[src/rtl/pipe_stage_buf_pkg.sv]
// Shared pipeline package: per-stage payload structs and their bubble constants.
// A pipe_stage_buf instance uses $bits(<stage>_t) as WIDTH and <STAGE>_BUBBLE as RESET_VAL.
package pipe_stage_buf_pkg;

  localparam int XLEN     = 32;
  localparam int REG_AW   = 5;
  localparam int OCC_W    = 2;

  typedef enum logic [2:0] {
    ALU_ADD = 3'd0,
    ALU_SUB = 3'd1,
    ALU_AND = 3'd2,
    ALU_OR  = 3'd3,
    ALU_XOR = 3'd4,
    ALU_SLT = 3'd5,
    ALU_SLL = 3'd6,
    ALU_SRL = 3'd7
  } alu_op_e;

  typedef enum logic [1:0] {
    WB_ALU = 2'd0,
    WB_MEM = 2'd1,
    WB_PC4 = 2'd2
  } wb_sel_e;

  typedef struct packed {
    logic             instr_valid;
    logic [XLEN-1:0]  pc;
    logic [31:0]      instr;
  } if_id_t;

  typedef struct packed {
    logic              reg_write;
    logic              mem_read;
    logic              mem_write;
    logic              branch;
    alu_op_e           alu_op;
    wb_sel_e           wb_sel;
    logic [REG_AW-1:0] rd;
    logic [XLEN-1:0]   pc;
    logic [XLEN-1:0]   rs1_val;
    logic [XLEN-1:0]   rs2_val;
    logic [XLEN-1:0]   imm;
  } id_ex_t;

  typedef struct packed {
    logic              reg_write;
    logic              mem_read;
    logic              mem_write;
    wb_sel_e           wb_sel;
    logic [REG_AW-1:0] rd;
    logic [XLEN-1:0]   alu_result;
    logic [XLEN-1:0]   store_data;
    logic [XLEN-1:0]   pc_plus4;
  } ex_mem_t;

  typedef struct packed {
    logic              reg_write;
    logic [REG_AW-1:0] rd;
    logic [XLEN-1:0]   wb_data;
  } mem_wb_t;

  // Bubbles keep every control bit low so an inserted entry behaves as a NOP.
  localparam if_id_t  IF_ID_BUBBLE  = '0;
  localparam id_ex_t  ID_EX_BUBBLE  = '0;
  localparam ex_mem_t EX_MEM_BUBBLE = '0;
  localparam mem_wb_t MEM_WB_BUBBLE = '0;

  localparam int IF_ID_W  = $bits(if_id_t);
  localparam int ID_EX_W  = $bits(id_ex_t);
  localparam int EX_MEM_W = $bits(ex_mem_t);
  localparam int MEM_WB_W = $bits(mem_wb_t);

  function automatic logic [OCC_W-1:0] entry_count(input logic main_v, input logic skid_v);
    return {1'b0, main_v} + {1'b0, skid_v};
  endfunction

endpackage

[src/rtl/pipe_stage_buf_sat_counter.sv]
// Saturating up-counter with synchronous clear; reusable for any perf event counter.
module sat_counter #(
  parameter int CNT_W = 16
) (
  input  logic             clk,
  input  logic             reset,
  input  logic             clear,
  input  logic             inc,
  output logic [CNT_W-1:0] count
);

  localparam logic [CNT_W-1:0] CNT_MAX = '1;

  logic saturated;

  assign saturated = (count == CNT_MAX);

  always_ff @(posedge clk) begin
    if (reset || clear) begin
      count <= '0;
    end else if (inc && !saturated) begin
      count <= count + CNT_W'(1);
    end
  end

endmodule

[src/rtl/pipe_stage_buf.sv]
// Elastic valid/ready stage buffer with flush, bubble insertion and a stall counter.
// Define PIPE_SKID_EN for the two-entry variant with a registered in_ready.
module pipe_stage_buf
  import pipe_stage_buf_pkg::*;
#(
  parameter int               WIDTH     = 32,
  parameter logic [WIDTH-1:0] RESET_VAL = '0,
  parameter int               CNT_W     = 16
) (
  input  logic             clk,
  input  logic             reset,
  input  logic             flush,
  input  logic             in_valid,
  output logic             in_ready,
  input  logic [WIDTH-1:0] in_data,
  output logic             out_valid,
  input  logic             out_ready,
  output logic [WIDTH-1:0] out_data,
  output logic [1:0]       occupancy,
  output logic [CNT_W-1:0] stall_cycles
);

  logic             main_valid;
  logic [WIDTH-1:0] main_data;
  logic             skid_valid;
  logic [WIDTH-1:0] skid_data;
  logic             in_fire;
  logic             out_fire;
  logic             main_open;

  assign out_fire  = main_valid && out_ready;
  assign in_fire   = in_valid && in_ready;
  assign main_open = !main_valid || out_fire;

  assign out_valid = main_valid;
  assign out_data  = main_data;

`ifdef PIPE_SKID_EN
  // Ready comes straight from the skid flop so out_ready never reaches in_ready.
  assign in_ready  = !skid_valid;
  assign occupancy = entry_count(main_valid, skid_valid);

  always_ff @(posedge clk) begin
    if (reset || flush) begin
      skid_valid <= 1'b0;
      skid_data  <= RESET_VAL;
    end else if (main_open) begin
      if (skid_valid) begin
        skid_valid <= 1'b0;
        skid_data  <= RESET_VAL;
      end
    end else if (in_fire) begin
      skid_valid <= 1'b1;
      skid_data  <= in_data;
    end
  end
`else
  assign skid_valid = 1'b0;
  assign skid_data  = RESET_VAL;
  assign in_ready   = main_open;
  assign occupancy  = {1'b0, main_valid};
`endif

  // The skid entry is older than anything arriving this cycle, so it wins the refill.
  always_ff @(posedge clk) begin
    if (reset || flush) begin
      main_valid <= 1'b0;
      main_data  <= RESET_VAL;
    end else if (main_open) begin
      if (skid_valid) begin
        main_valid <= 1'b1;
        main_data  <= skid_data;
      end else if (in_fire) begin
        main_valid <= 1'b1;
        main_data  <= in_data;
      end else begin
        main_valid <= 1'b0;
        main_data  <= RESET_VAL;
      end
    end
  end

  sat_counter #(
    .CNT_W (CNT_W)
  ) u_stall_cnt (
    .clk   (clk),
    .reset (reset),
    .clear (1'b0),
    .inc   (main_valid && !out_ready),
    .count (stall_cycles)
  );

endmodule

[config.mk]
export PLATFORM = sky130hd
export DESIGN_NAME = pipe_stage_buf
export DESIGN_NICKNAME = d
export VERILOG_FILES = /design/src/rtl/pipe_stage_buf_pkg.sv /design/src/rtl/pipe_stage_buf_sat_counter.sv /design/src/rtl/pipe_stage_buf.sv
export SDC_FILE = /design/constraint.sdc
export NUM_CORES = 1
export LEC_CHECK = 0
export ABC_AREA = 1
export ABC_CLOCK_PERIOD_IN_PS = 1300
export BUFFER_PORTS_ARGS = -buffer_cell sky130_fd_sc_hd__clkbuf_2
export CAP_MARGIN = 20
export CELL_PAD_IN_SITES_DETAIL_PLACEMENT = 1
export CELL_PAD_IN_SITES_GLOBAL_PLACEMENT = 1
export CORE_MARGIN = 4
export CORE_UTILIZATION = 30
export DETAILED_ROUTE_END_ITERATION = 6
export PLACE_DENSITY = 0.86
export SLEW_MARGIN = 15
export SYNTH_ARGS = -nofsm -noshare
export SYNTH_HDL_FRONTEND = slang
export SYNTH_SLANG_ARGS = --single-unit
export TNS_END_PERCENT = 10
[constraint.sdc]
create_clock -name clk -period 1.3 [get_ports clk]
set_input_delay 0.26 -clock clk [delete_from_list [all_inputs] [get_ports clk]]
set_output_delay 0.26 -clock clk [all_outputs]
set_load 0.02 [all_outputs]
==> metrics.md, run 1 <==
| Metric | Value |
|---|---|
| H-tree depth | 2 |
| Drt initial violations | 63 |
| Die Ht | 93.29 um |
| Drt total wl | 6822 um |
| Worst-path cell chain | inv_2, nor2_4, buf_12, clkinv_4, buf_2 |
| CP max stage delay | 0.35 ns |
| Worst path bufs/invs | 4 |
| Critical path class | flop to output port |
| Cell row count | 30 |
| Setup Skew | 0.01221 ns |
| Die area | 8702 um^2 |
| Least-Margin Pin Slew | 0.6623 ns |
| # DRC | 0 |
| Synth Cell Area | 2182 um^2 |
| Largest net degree at the start of global routing | 34 |
| Drt wl/cell | 13.89 um |
| Cell taking the most area after synthesis | dfxtp_1 |
| Clock transition at path regs | 0.10 ns |
| Initial antenna violation count | 0 |
| Max VDD drop | 0.5427 mV |
| # IOs | 89 |
| Syn Nets | 336 |
| Sw Ratio | 26.55% |
| Clk pwr share | 35.0% |
| Area delta synth->final | 41.00% |
| Tmin final | 1.415 ns |
| Min-delay src | in_data[23] |
| Final setup TNS | -0.6514 ns |
| Clock Tree Buf Depth | 2 |
| CP required | 1.04 ns |
| Synth area leaders | dfxtp_1 (45%), nand2_1 (12%), nand3_1 (10%) |
| Area of the multi-input gates | 1157 um^2 |
| P per Cell Area | 930.3 nW/um^2 |
| Hold path cells | 3 |
| Ys flop type | dfxtp_1 |
| Peak fanout along the critical path | 3 |
| Number of synthesized flops with an enable pin | 0 |
| Hold Path Sink | out_data[23] |
| Final hold vios | 0 |
| Fmax | 706.6 MHz |
| Worst path top cell family by delay | buffers and inverters |
| Violated checks | setup timing |
| Async S/R FF share, synth | 0% |
| Ant diodes | 0 |
| Die Wd | 93.29 um |
| R2r endpoint | u_stall_cnt.count[14] |
| Port Buffer Count | 87 |
| Synthesized area per cell | 7.322 um^2 |
| Final GP Congestion | 0.7462 |
| Vias in the first global route | 2388 |
| Routed vias/inst | 4.786 |
| Setup violators final | 13 |
| Seq pwr share | 54.1% |
| # clock sinks | 49 |
| Gr usage total | 15.38% |
| Reg2reg start | u_stall_cnt.count[0] |
| Most frequent cell after synthesis | nand2_1 |
| Total Nets Final | 432 |
| Via Count | 2350 |
| Pins Over Slew Limit | 0 |
| Commonest cells post-synth | nand2_1 (70), dfxtp_1 (49), nand3_1 (45) |
| DRT Pass-1 Iters | 4 |
| Starting density of the core | 31.42% |
| Comb pwr share | 10.9% |
| Grt ovf | 0 |
| Worst-Skew Late Latency | 0.31 ns |
| Post-synthesis sequential area ratio | 44.95% |
| RSZ-0062 raised after global routing | yes |
| Core Area | 6944 um^2 |
| Fillers | 884 |
| Worst Path Arrival | 1.16 ns |
| Critical-path top delay cell | dfxtp_2 |
| Reg2reg setup slack | -0.09 ns |
| Yosys warnings | 0 |
| Tcrit/Tclk final | 108.9% |
| Non-Filler Instances | 491 |
| Leak Pwr | 1.338 nW |
| Outcome | complete, but fails checks |
| ANT nets after route | 0 |
| HP Class | primary input to flop |
| Critical Path Sink Type | output port |
| Syn Inst Count | 298 |
| Seq. cell area | 1006 um^2 |
| CTS buffer count | 5 |
| Post-synth top area share | 44.95% |
| Placed Cells | 476 |
| Layout cells sized above 1 | 42.53% |
| Reg2Reg Depth | 9 |
| Sw power | 0.0007599 W |
| First-pass GRT wire length | 10990 um |
| Root Buffer | clkbuf_8 |
| HPWL Detailed | 4967 um |
| Cell Int Power | 0.002102 W |
| Post-synth cell types | 25 |
| Max-cap viol count | 0 |
| Worst setup margin | -0.1153 ns |
| Relative slew slack | 55.85% |
| CTS tree | yes |
| Kind of start point of the critical path | flop |
| Flops & latches, synth | 49 |
how the worst max path moves through the flow:
stage,start,to,slack (ns),cells past startpoint
3_3_place_gp,out_ready,u_stall_cnt.count[13],-0.02,8
5_1_grt,out_valid,u_stall_cnt.count[9],-0.20,8
6_report,out_valid,in_ready,-0.12,5
3_5_place_dp,out_ready,u_stall_cnt.count[9],-0.11,8
4_1_cts,out_valid,u_stall_cnt.count[13],-0.07,8
2_1_floorplan,u_stall_cnt.count[14],u_stall_cnt.count[15],-0.009,6
metal layers:
metal	vias up	GRT usage [%]	wire length, um
li1	1166	-	-
met1	1109	19.30	2950
met2	71	26.09	3375
met3	4	4.907	466
met4	0	2.564	29
met5	-	0	0
placed cells by master, fill, tap and decap left out, drive strengths merged:
cell type and instances:
dfxtp 49, buf 22, nor2 51, clkinv 1
inv 10, nand3 46, nand2 75, nand3b 1
conb 1, nand4 3, or2 1, a21oi 42
ha 1, clkinvlp 1, clkbuf 91
layout make-up:
class / count / share of cell area, %
clock inverter: 2 / 0.5287
inverter: 10 / 1.383
tap: 96 / 3.904
clock buffer: 6 / 2.684
sequential: 49 / 32.70
timing repair buffer: 107 / 21.19
multi-input combinational: 221 / 37.62
kinds of logic (layout without fill, tap and decap cells):
kind of cell	after synthesis	after routing	synth area share, %
compound gates	42	42	9.633
fa+ha+maj	1	1	0.5733
buf+inv	29	125	6.250
flops	49	49	44.95
other cells	1	1	0.1719
simple gates	176	177	38.42
worst register-to-register path, cell delays in order, from the launching register on:
cell	delay, ns
dfxtp_4	0.38
ha_4	0.14
inv_2	0.04
nor2_4	0.19
nand2_4	0.11
nor2_4	0.17
nand3_2	0.09
nand2_1	0.07
nand2_1	0.04
nor2_1	0.08
power groups by stage:
stage	Combinational, W	Clock (W)	Sequential [W]
global placement	0.000279	0	0.00158
detailed placement	0.000286	0	0.00158
CTS	0.000297	0.00103	0.00155
floorplan	0.000126	0	0.00162
global route	0.000347	0.00110	0.00155
finish	0.000313	0.00100	0.00155
flip-flops by register name, summed over array words and instances (netlist names):
name               cells
out_data              32
out_valid              1
u_stall_cnt.count     16
timing repair:
action                     in CTS  in global routing
gates resized for setup         8                 25
pin swaps                       6                  5
setup endpoints to repair      19                 49
hold endpoints to repair        0                  0
buffers inserted                5                  1
hold buffers                    0                  0
gates cloned                    0                  1
metrics by stage:
| stage | setup slack [ns] | utilization (%) | total power [W] | hold WS (ns) | cell area [um^2] |
|---|---|---|---|---|---|
| 2_1_floorplan | -0.009052 | - | 0.001744 | 0.4223 | 2222 |
| 3_3_place_gp | -0.01937 | 40.23 | 0.001861 | 0.4495 | 2794 |
| 3_5_place_dp | -0.1086 | 40.23 | 0.001869 | 0.4591 | 2794 |
| 4_1_cts | -0.07174 | 42.56 | 0.002874 | 0.1754 | 2955 |
| 5_1_grt | -0.2005 | 44.31 | 0.002995 | 0.1744 | 3077 |
| 6_report | -0.1153 | 44.31 | 0.002862 | 0.1804 | 3077 |
No activity file was read; power rests on OpenSTA's default activity.
==> inputs of run 2 (changes only) <==
--- a/config.mk
+++ b/config.mk
@@ -15,8 +15,9 @@
 export CORE_UTILIZATION = 30
 export DETAILED_ROUTE_END_ITERATION = 6
 export PLACE_DENSITY = 0.86
-export SLEW_MARGIN = 15
+export SLEW_MARGIN = 20
 export SYNTH_ARGS = -nofsm -noshare
 export SYNTH_HDL_FRONTEND = slang
+export SYNTH_HIERARCHICAL = 1
 export SYNTH_SLANG_ARGS = --single-unit
 export TNS_END_PERCENT = 10
==> metrics.md, run 2 <==
| Metric | Value |
|---|---|
| Post-synth cell types | 25 (unchanged) |
| Tcrit/Tclk final | 113.9% (+5.0 points) |
| # clock sinks | 49 (unchanged) |
| Number of synthesized flops with an enable pin | 0 (unchanged) |
| Drt wl/cell | 15.36 um (+11%) |
| Gr busiest metal | met2 |
| Design area | 3198 um^2 (+3.9%) |
| Peak fanout along the critical path | 7 (+4) |
| Vias in the first global route | 2672 (+12%) |
| Hold-fix buffers, CTS | 0 (unchanged) |
| Sw power | 0.0007245 W (-4.7%) |
| HP Class | primary input to flop |
| Cell row count | 30 (unchanged) |
| Worst path bufs/invs | 2 (-2) |
| Tmin final | 1.480 ns (+0.06508 ns) |
| Syn Inst Count | 297 (-0.34%) |
| Synthesized area per cell | 7.385 um^2 (+0.85%) |
| Seq. cell area | 1015 um^2 (+0.87%) |
| Comb pwr share | 9.8% (-1.1 points) |
| Most common cell after layout, fill and taps aside | clkbuf_2 |
| First-pass GRT wire length | 12810 um (+17%) |
| Critical-path top delay cell | dfxtp_4 |
| Worst Path Arrival | 1.68 ns (+0.52 ns) |
| Drt initial violations | 48 (-24%) |
| Layout cells sized above 1 | 43.73% (+1.2 points) |
| Reg2reg setup slack | -0.18 ns (-0.09 ns) |
| Via Count | 2475 (+5.3%) |
| Cell Int Power | 0.002329 W (+11%) |
| Pins Over Slew Limit | 0 (unchanged) |
| Initial antenna violation count | 0 (unchanged) |
| Setup violators final | 17 (+4) |
| Ys flop type | dfxtp_1 |
| Violated checks | setup timing |
| Gr usage total | 18.27% (+2.9 points) |
| Total Nets Final | 444 (+2.8%) |
| Final hold vios | 0 (unchanged) |
| RSZ-0062 raised after global routing | yes |
| Kind of start point of the critical path | flop |
| ANT nets after route | 0 (unchanged) |
| # DRC | 0 (unchanged) |
| CP max stage delay | 0.38 ns (+0.03 ns) |
| Area of the multi-input gates | 1176 um^2 (+1.6%) |
| Overall power | 0.003053 W (+6.7%) |
| GR Util met1 | 19.99% (+0.69 points) |
| Flops & latches, synth | 49 (unchanged) |
| Max-cap viol count | 0 (unchanged) |
| Setup Skew | 0.006412 ns (-0.005794 ns) |
| DRT Pass-1 Iters | 4 (unchanged) |
| Commonest cells post-synth | nand2_1 (69), dfxtp_1 (49), nand3_1 (43) |
| Max VDD drop | 0.3800 mV (-30%) |
| Clk pwr share | 39.9% (+4.9 points) |
| Port Buffer Count | 87 (unchanged) |
| Die Ht | 93.51 um (+0.24%) |
| Cell taking the most area after synthesis | dfxtp_1 |
| Synth area leaders | dfxtp_1 (45%), nand2_1 (12%), nand3_1 (9.8%) |
| Area delta synth->final | 45.81% |
| Largest net degree at the start of global routing | 34 (unchanged) |
| # IOs | 89 (unchanged) |
| Pre-CTS setup slack | -0.1118 ns (-0.003129 ns) |
| Core Area | 6944 um^2 (unchanged) |
| Leak Pwr | 1.383 nW (+3.4%) |
| H-tree depth | 2 (unchanged) |
| Ant diodes | 0 (unchanged) |
| CTS buffer count | 5 (unchanged) |
| Most frequent cell after synthesis | nand2_1 |
| Seq pwr share | 50.3% (-3.8 points) |
| Fmax | 675.5 MHz (-4.4%) |
| GR Util met3 | 4.907% (unchanged) |
| Synth Cell Area | 2193 um^2 (+0.52%) |
| Drt total wl | 7725 um (+13%) |
| Worst-path cell chain | ha_4, inv_2, nor2_4, buf_4, nand4_4, a21oi_2, nor2_1 |
| Worst setup margin | -0.1804 ns (-0.06508 ns) |
| Clock Tree Buf Depth | 2 (unchanged) |
| Routed vias/inst | 4.920 (+2.8%) |
| P per Cell Area | 954.8 nW/um^2 (+2.6%) |
| Sw Ratio | 23.73% (-2.8 points) |
| Post-synth top area share | 44.72% (-0.23 points) |
| Starting density of the core | 31.59% (+0.16 points) |
| Post-synthesis sequential area ratio | 44.72% (-0.23 points) |
| HPWL Detailed | 5056 um (+1.8%) |
| Clock transition at path regs | 0.10 ns (about the same) |
| Final GP Congestion | 0.8350 (+12%) |
| Worst-Skew Late Latency | 0.30 ns (about the same) |
| CTS tree | yes |
| Root Buffer | clkbuf_8 |
| Yosys warnings | 6 (+6) |
| Outcome | complete, but fails checks |
| Fillers | 889 (+0.57%) |
| Max reg flops | 32 (unchanged) |
| Async S/R FF share, synth | 0% (unchanged) |
| Die area | 8743 um^2 (+0.47%) |
| Placed cell areas | 2810 um^2 (+0.58%) |
| Worst path top cell family by delay | simple AND/OR/NAND/NOR gates |
| Met2 layer usage reported by global route | 33.95% (+7.9 points) |
| Grt ovf | 0 (unchanged) |
| Die Wd | 93.51 um (+0.24%) |
| Critical path class | flop to flop |
| Critical Path Sink Type | flop |
| CP required | 1.50 ns (+0.46 ns) |
| Most frequent cells in the layout | clkbuf_2 (86), nand2_1 (67), nand3_1 (41), a21oi_1 (38), dfxtp_1 (34) |
[run 2: cell types whose count changed in the layout (fill, tap and decap cells not counted), sizes merged, moves of 2 or more]
| cell | previous run | this run |
|---|---|---|
| buf | 22 | 32 |
| nor2 | 51 | 44 |
| nor3 | 0 | 2 |
| o21ai | 0 | 3 |
[run 2: power groups by stage]
stage               Clock, W  Sequential (W)  Combinational [W]
CTS                  0.00126         0.00154           0.000295
finish               0.00122         0.00154           0.000298
detailed placement         0         0.00158           0.000285
global placement           0         0.00158           0.000277
global route         0.00132         0.00154           0.000331
floorplan                  0         0.00161           0.000129
[run 2: what timing repair did]
action	4_1_cts	5_1_grt
pin swaps	12	19
setup buffers	14	3
gates cloned	1	0
endpoints found under the setup margin	17	50
resized for setup	12	23
[run 2: through the flow]
step | std cells | hold slack, ns | setup TNS, ns | utilization, %
6_report | 503 | 0.1957 | -1.782 | 46.05
5_1_grt | 503 | 0.1853 | -3.244 | 46.05
4_1_cts | 500 | 0.1884 | -1.214 | 44.74
3_5_place_dp | 477 | 0.4586 | -0.8688 | 40.47
3_3_place_gp | 477 | 0.4513 | -0.0009081 | 40.47
2_1_floorplan | 298 | 0.4203 | -0.008751 | -
[run 2: cell families after synthesis]
group,after synthesis,share of synthesized area (%)
adder cells (fa/ha/maj),1,0.5704
buffers and inverters,29,7.073
flip-flops,49,44.72
other,1,0.1710
XOR/XNOR,1,0.3994
AND/OR/NAND/NOR,171,36.62
AO/OA/AOI/OAI,45,10.44
[run 2: final cells by class]
| type | instances | share of cell area [%] |
|---|---|---|
| Clock inverter | 2 | 1.095 |
| Sequential cell | 49 | 31.73 |
| Clock buffer | 6 | 2.934 |
| Tap cell | 96 | 3.756 |
| Multi-Input combinational cell | 221 | 36.78 |
| Timing Repair Buffer | 118 | 22.34 |
| Inverter | 11 | 1.369 |
[run 2: per-layer routing]
metal / up-vias / share of wire, % / wire length, um
met1: 1204 / 40 / 3080
met2: 70 / 53 / 4084
met3: 16 / 5.2 / 399
met5: - / 0 / 0
li1: 1185 / - / -
met4: 0 / 2.1 / 161
[run 2: worst register-to-register path, stage by stage, from the launching register on]
cell,delay (ns)
dfxtp_4,0.38
ha_4,0.14
inv_2,0.05
nor2_4,0.20
buf_4,0.17
nand4_4,0.16
a21oi_2,0.22
nor2_1,0.06
[run 2: final timing paths]
kind / end / startpoint / cells past startpoint
worst max-delay path: u_stall_cnt/count[13] / u_stall_cnt/count[1] / 7
worst min register to register: out_data[29] / out_data[29] / 2
worst min-delay path: out_data[8] / in_data[8] / 3
worst max register to register: u_stall_cnt/count[13] / u_stall_cnt/count[1] / 7
==> inputs of run 3 (changes only) <==
--- a/config.mk
+++ b/config.mk
@@ -5,17 +5,16 @@
 export SDC_FILE = /design/constraint.sdc
 export NUM_CORES = 1
 export LEC_CHECK = 0
-export ABC_AREA = 1
 export ABC_CLOCK_PERIOD_IN_PS = 1300
 export BUFFER_PORTS_ARGS = -buffer_cell sky130_fd_sc_hd__clkbuf_2
 export CAP_MARGIN = 20
 export CELL_PAD_IN_SITES_DETAIL_PLACEMENT = 1
 export CELL_PAD_IN_SITES_GLOBAL_PLACEMENT = 1
 export CORE_MARGIN = 4
-export CORE_UTILIZATION = 30
+export CORE_UTILIZATION = 33
 export DETAILED_ROUTE_END_ITERATION = 6
+export MAX_ROUTING_LAYER = met4
 export PLACE_DENSITY = 0.86
-export SLEW_MARGIN = 20
 export SYNTH_ARGS = -nofsm -noshare
 export SYNTH_HDL_FRONTEND = slang
 export SYNTH_HIERARCHICAL = 1
==> metrics.md, run 3 <==
| Metric | Value |
|---|---|
| Outcome | complete, but fails checks |
| Violated checks | setup timing |
| Worst-Skew Late Latency | 0.30 ns (about the same) |
| Ys flop type | dfxtp_1 |
| Reg2reg start | out_valid |
| Layout cells sized above 1 | 64.16% (+20 points) |
| CP required | 1.48 ns (-0.02 ns) |
| Synth area leaders | dfxtp_1 (41%), nand3_2 (12%), a21oi_2 (11%) |
| Hold Path Sink | out_data[19] |
| Critical Path Sink Type | flop |
| Syn Inst Count | 244 (-18%) |
| Die Ht | 93.17 um (-0.36%) |
| Die Wd | 93.17 um (-0.36%) |
| Ant diodes | 0 (unchanged) |
| Number of synthesized flops with an enable pin | 0 (unchanged) |
| Drt wl/cell | 17.08 um (+11%) |
| Most frequent cell after synthesis | dfxtp_1 |
| HPWL Detailed | 5337 um (+5.6%) |
| Die area | 8680 um^2 (-0.73%) |
| Async S/R FF share, synth | 0% (unchanged) |
| Tmin final | 1.642 ns (+0.1614 ns) |
| Clock transition at path regs | 0.10 ns (about the same) |
| Overall power | 0.003070 W (+0.53%) |
| Post-synth cell types | 40 (+60%) |
| Reg2Reg Depth | 6 (-1) |
| Final setup TNS | -4.169 ns (-2.388 ns) |
| Cell taking the most area after synthesis | dfxtp_1 |
| Gr usage total | 19.20% (+0.93 points) |
| Tcrit/Tclk final | 126.3% (+12 points) |
| Most common cell after layout, fill and taps aside | clkbuf_2 |
| RSZ-0062 raised after global routing | yes |
| Max-cap viol count | 0 (unchanged) |
| Area delta synth->final | 49.97% |
| H-tree depth | 2 (unchanged) |
| Commonest cells post-synth | dfxtp_1 (49), nand2_1 (39), a21oi_2 (29), nand3_2 (29), a21oi_1 (10) |
| Hold-fix buffers, CTS | 0 (unchanged) |
| ANT nets after route | 0 (unchanged) |
| Non-Filler Instances | 481 (-4.4%) |
| Pins Over Slew Limit | 0 (unchanged) |
| Final hold vios | 0 (unchanged) |
| Most frequent cells in the layout | clkbuf_2 (83), buf_4 (54), nand2_1 (39), dfxtp_1 (38), a21oi_2 (32) |
| Cell row count | 30 (unchanged) |
| CTS buffer count | 5 (unchanged) |
| # clock sinks | 49 (unchanged) |
| Yosys warnings | 6 (unchanged) |
| DRT Pass-1 Iters | 4 (unchanged) |
| Clock Tree Buf Depth | 2 (unchanged) |
| Critical path class | flop to flop |
| Synth Cell Area | 2394 um^2 (+9.1%) |
| Flops & latches, synth | 49 (unchanged) |
| Setup violators final | 17 (unchanged) |
| Synthesized area per cell | 9.810 um^2 (+33%) |
| Setup Skew | 0.01031 ns (+0.003903 ns) |
| Routed vias/inst | 5.081 (+3.3%) |
| Kind of start point of the critical path | flop |
| Fin util | 51.97% (+5.9 points) |
| Placed Cells | 455 (-4.6%) |
| Starting density of the core | 34.66% (+3.1 points) |
| Port Buffer Count | 87 (unchanged) |
| # DRC | 0 (unchanged) |
| Peak fanout along the critical path | 4 (-3) |
| Hold path cells | 3 (unchanged) |
| Post-synth top area share | 40.98% (-3.7 points) |
| Leak Pwr | 1.507 nW (+8.9%) |
| Drt total wl | 8214 um (+6.3%) |
| Initial antenna violation count | 0 (unchanged) |
| Worst setup margin | -0.3418 ns (-0.1614 ns) |
| Drt initial violations | 79 (+65%) |
| First-pass GRT wire length | 12910 um (+0.80%) |
| Total Nets Final | 422 (-5.0%) |
| # IOs | 89 (unchanged) |
| Post-synthesis sequential area ratio | 40.98% (-3.7 points) |
| Reg2reg setup slack | -0.34 ns (-0.16 ns) |
| Fmax | 609.1 MHz (-9.8%) |
| P per Cell Area | 855.1 nW/um^2 (-10%) |
| Via Count | 2444 (-1.3%) |
| Grt ovf | 0 (unchanged) |
| Max reg flops | 32 (unchanged) |
| Max VDD drop | 0.6185 mV (+63%) |
| R2r endpoint | u_stall_cnt/count[10] |
| Min-delay src | in_data[19] |
| HP Class | primary input to flop |
| Root Buffer | clkbuf_8 |
| Vias in the first global route | 2623 (-1.8%) |
| Final GP Congestion | 0.8079 (-3.2%) |
| Largest net degree at the start of global routing | 34 (unchanged) |
| CTS tree | yes |
| Worst Path Arrival | 1.83 ns (+0.15 ns) |
| WHS | 0.1905 ns (-0.005231 ns) |
| Core Area | 6907 um^2 (-0.54%) |
run 3: cell count changes after synthesis, sizes merged, moves of 5 or more:
cell	delta
nand3	-7
nand2	-35
o41ai	+5
nor2	-38
inv	-8
run 3: critical path: stages (launching register included):
cell	delay (ns)
dfxtp_4	0.36
nor2b_4	0.17
and4_1	0.23
nand4_1	0.15
buf_4	0.20
buf_4	0.14
o41ai_2	0.27
run 3: timing repair:
| action | 4_1_cts | 5_1_grt |
|---|---|---|
| endpoints found under the setup margin | 49 | 51 |
| pin swaps | 10 | 7 |
| gates cloned | 1 | 0 |
| buffers inserted | 6 | 11 |
| resized for setup | 20 | 28 |
| hold endpoints to repair | 0 | 0 |
run 3: worst max-delay path by stage:
stage	startpoint	endpoint	slack (ns)
after global routing	out_valid	u_stall_cnt/count[10]	-0.40
after floorplan	out_valid	u_stall_cnt/count[12]	-0.51
final	out_valid	u_stall_cnt/count[10]	-0.34
after global placement	out_ready	u_stall_cnt/count[10]	-0.27
after CTS	out_valid	u_stall_cnt/count[10]	-0.29
after detailed placement	u_stall_cnt/count[0]	u_stall_cnt/count[14]	-0.42
run 3: where the power goes:
| part | internal, W | switching, W |
|---|---|---|
| sequential | 0.00153 | 0.0000163 |
| combinational | 0.000157 | 0.000217 |
| clock | 0.000626 | 0.000525 |
| total | 0.00231 | 0.000759 |
run 3: layout make-up:
cell class              count  area (um^2)
flip-flops and latches     49        997.2
fillers                   826         3317
inverters                   3        23.77
well taps                  96        120.1
clock inverters             2        37.54
multi-input cells         177         1345
clock buffers               6        82.58
repair buffers            148        983.4
run 3: metrics by stage:
step / instance area (um^2) / setup slack [ns]
2_1_floorplan: 2440 / -0.5058
3_3_place_gp: 3153 / -0.2713
3_5_place_dp: 3153 / -0.4237
4_1_cts: 3425 / -0.2857
5_1_grt: 3590 / -0.4019
6_report: 3590 / -0.3418
run 3: metal layers:
| metal | wire, um | global-route usage [%] | up-vias |
|---|---|---|---|
| li1 | - | - | 1155 |
| met2 | 4506 | 34.97 | 64 |
| met3 | 243 | 4.023 | 17 |
| met4 | 149 | 6.960 | 0 |
| met5 | 0 | - | - |
| met1 | 3315 | 20.50 | 1208 |
run 3: cells by family (layout without fill, tap and decap cells):
family | Yosys count | in the layout | synth area share, %
AOI/OAI and AO/OA | 61 | 61 | 19.81
xor gates and xnor gates | 1 | 1 | 0.3660
adders and majority gates | 1 | 1 | 0.5227
buffers and inverters | 21 | 159 | 8.521
DFF | 49 | 49 | 40.98
other | 1 | 4 | 0.1567
and+or+nand+nor | 110 | 110 | 29.64
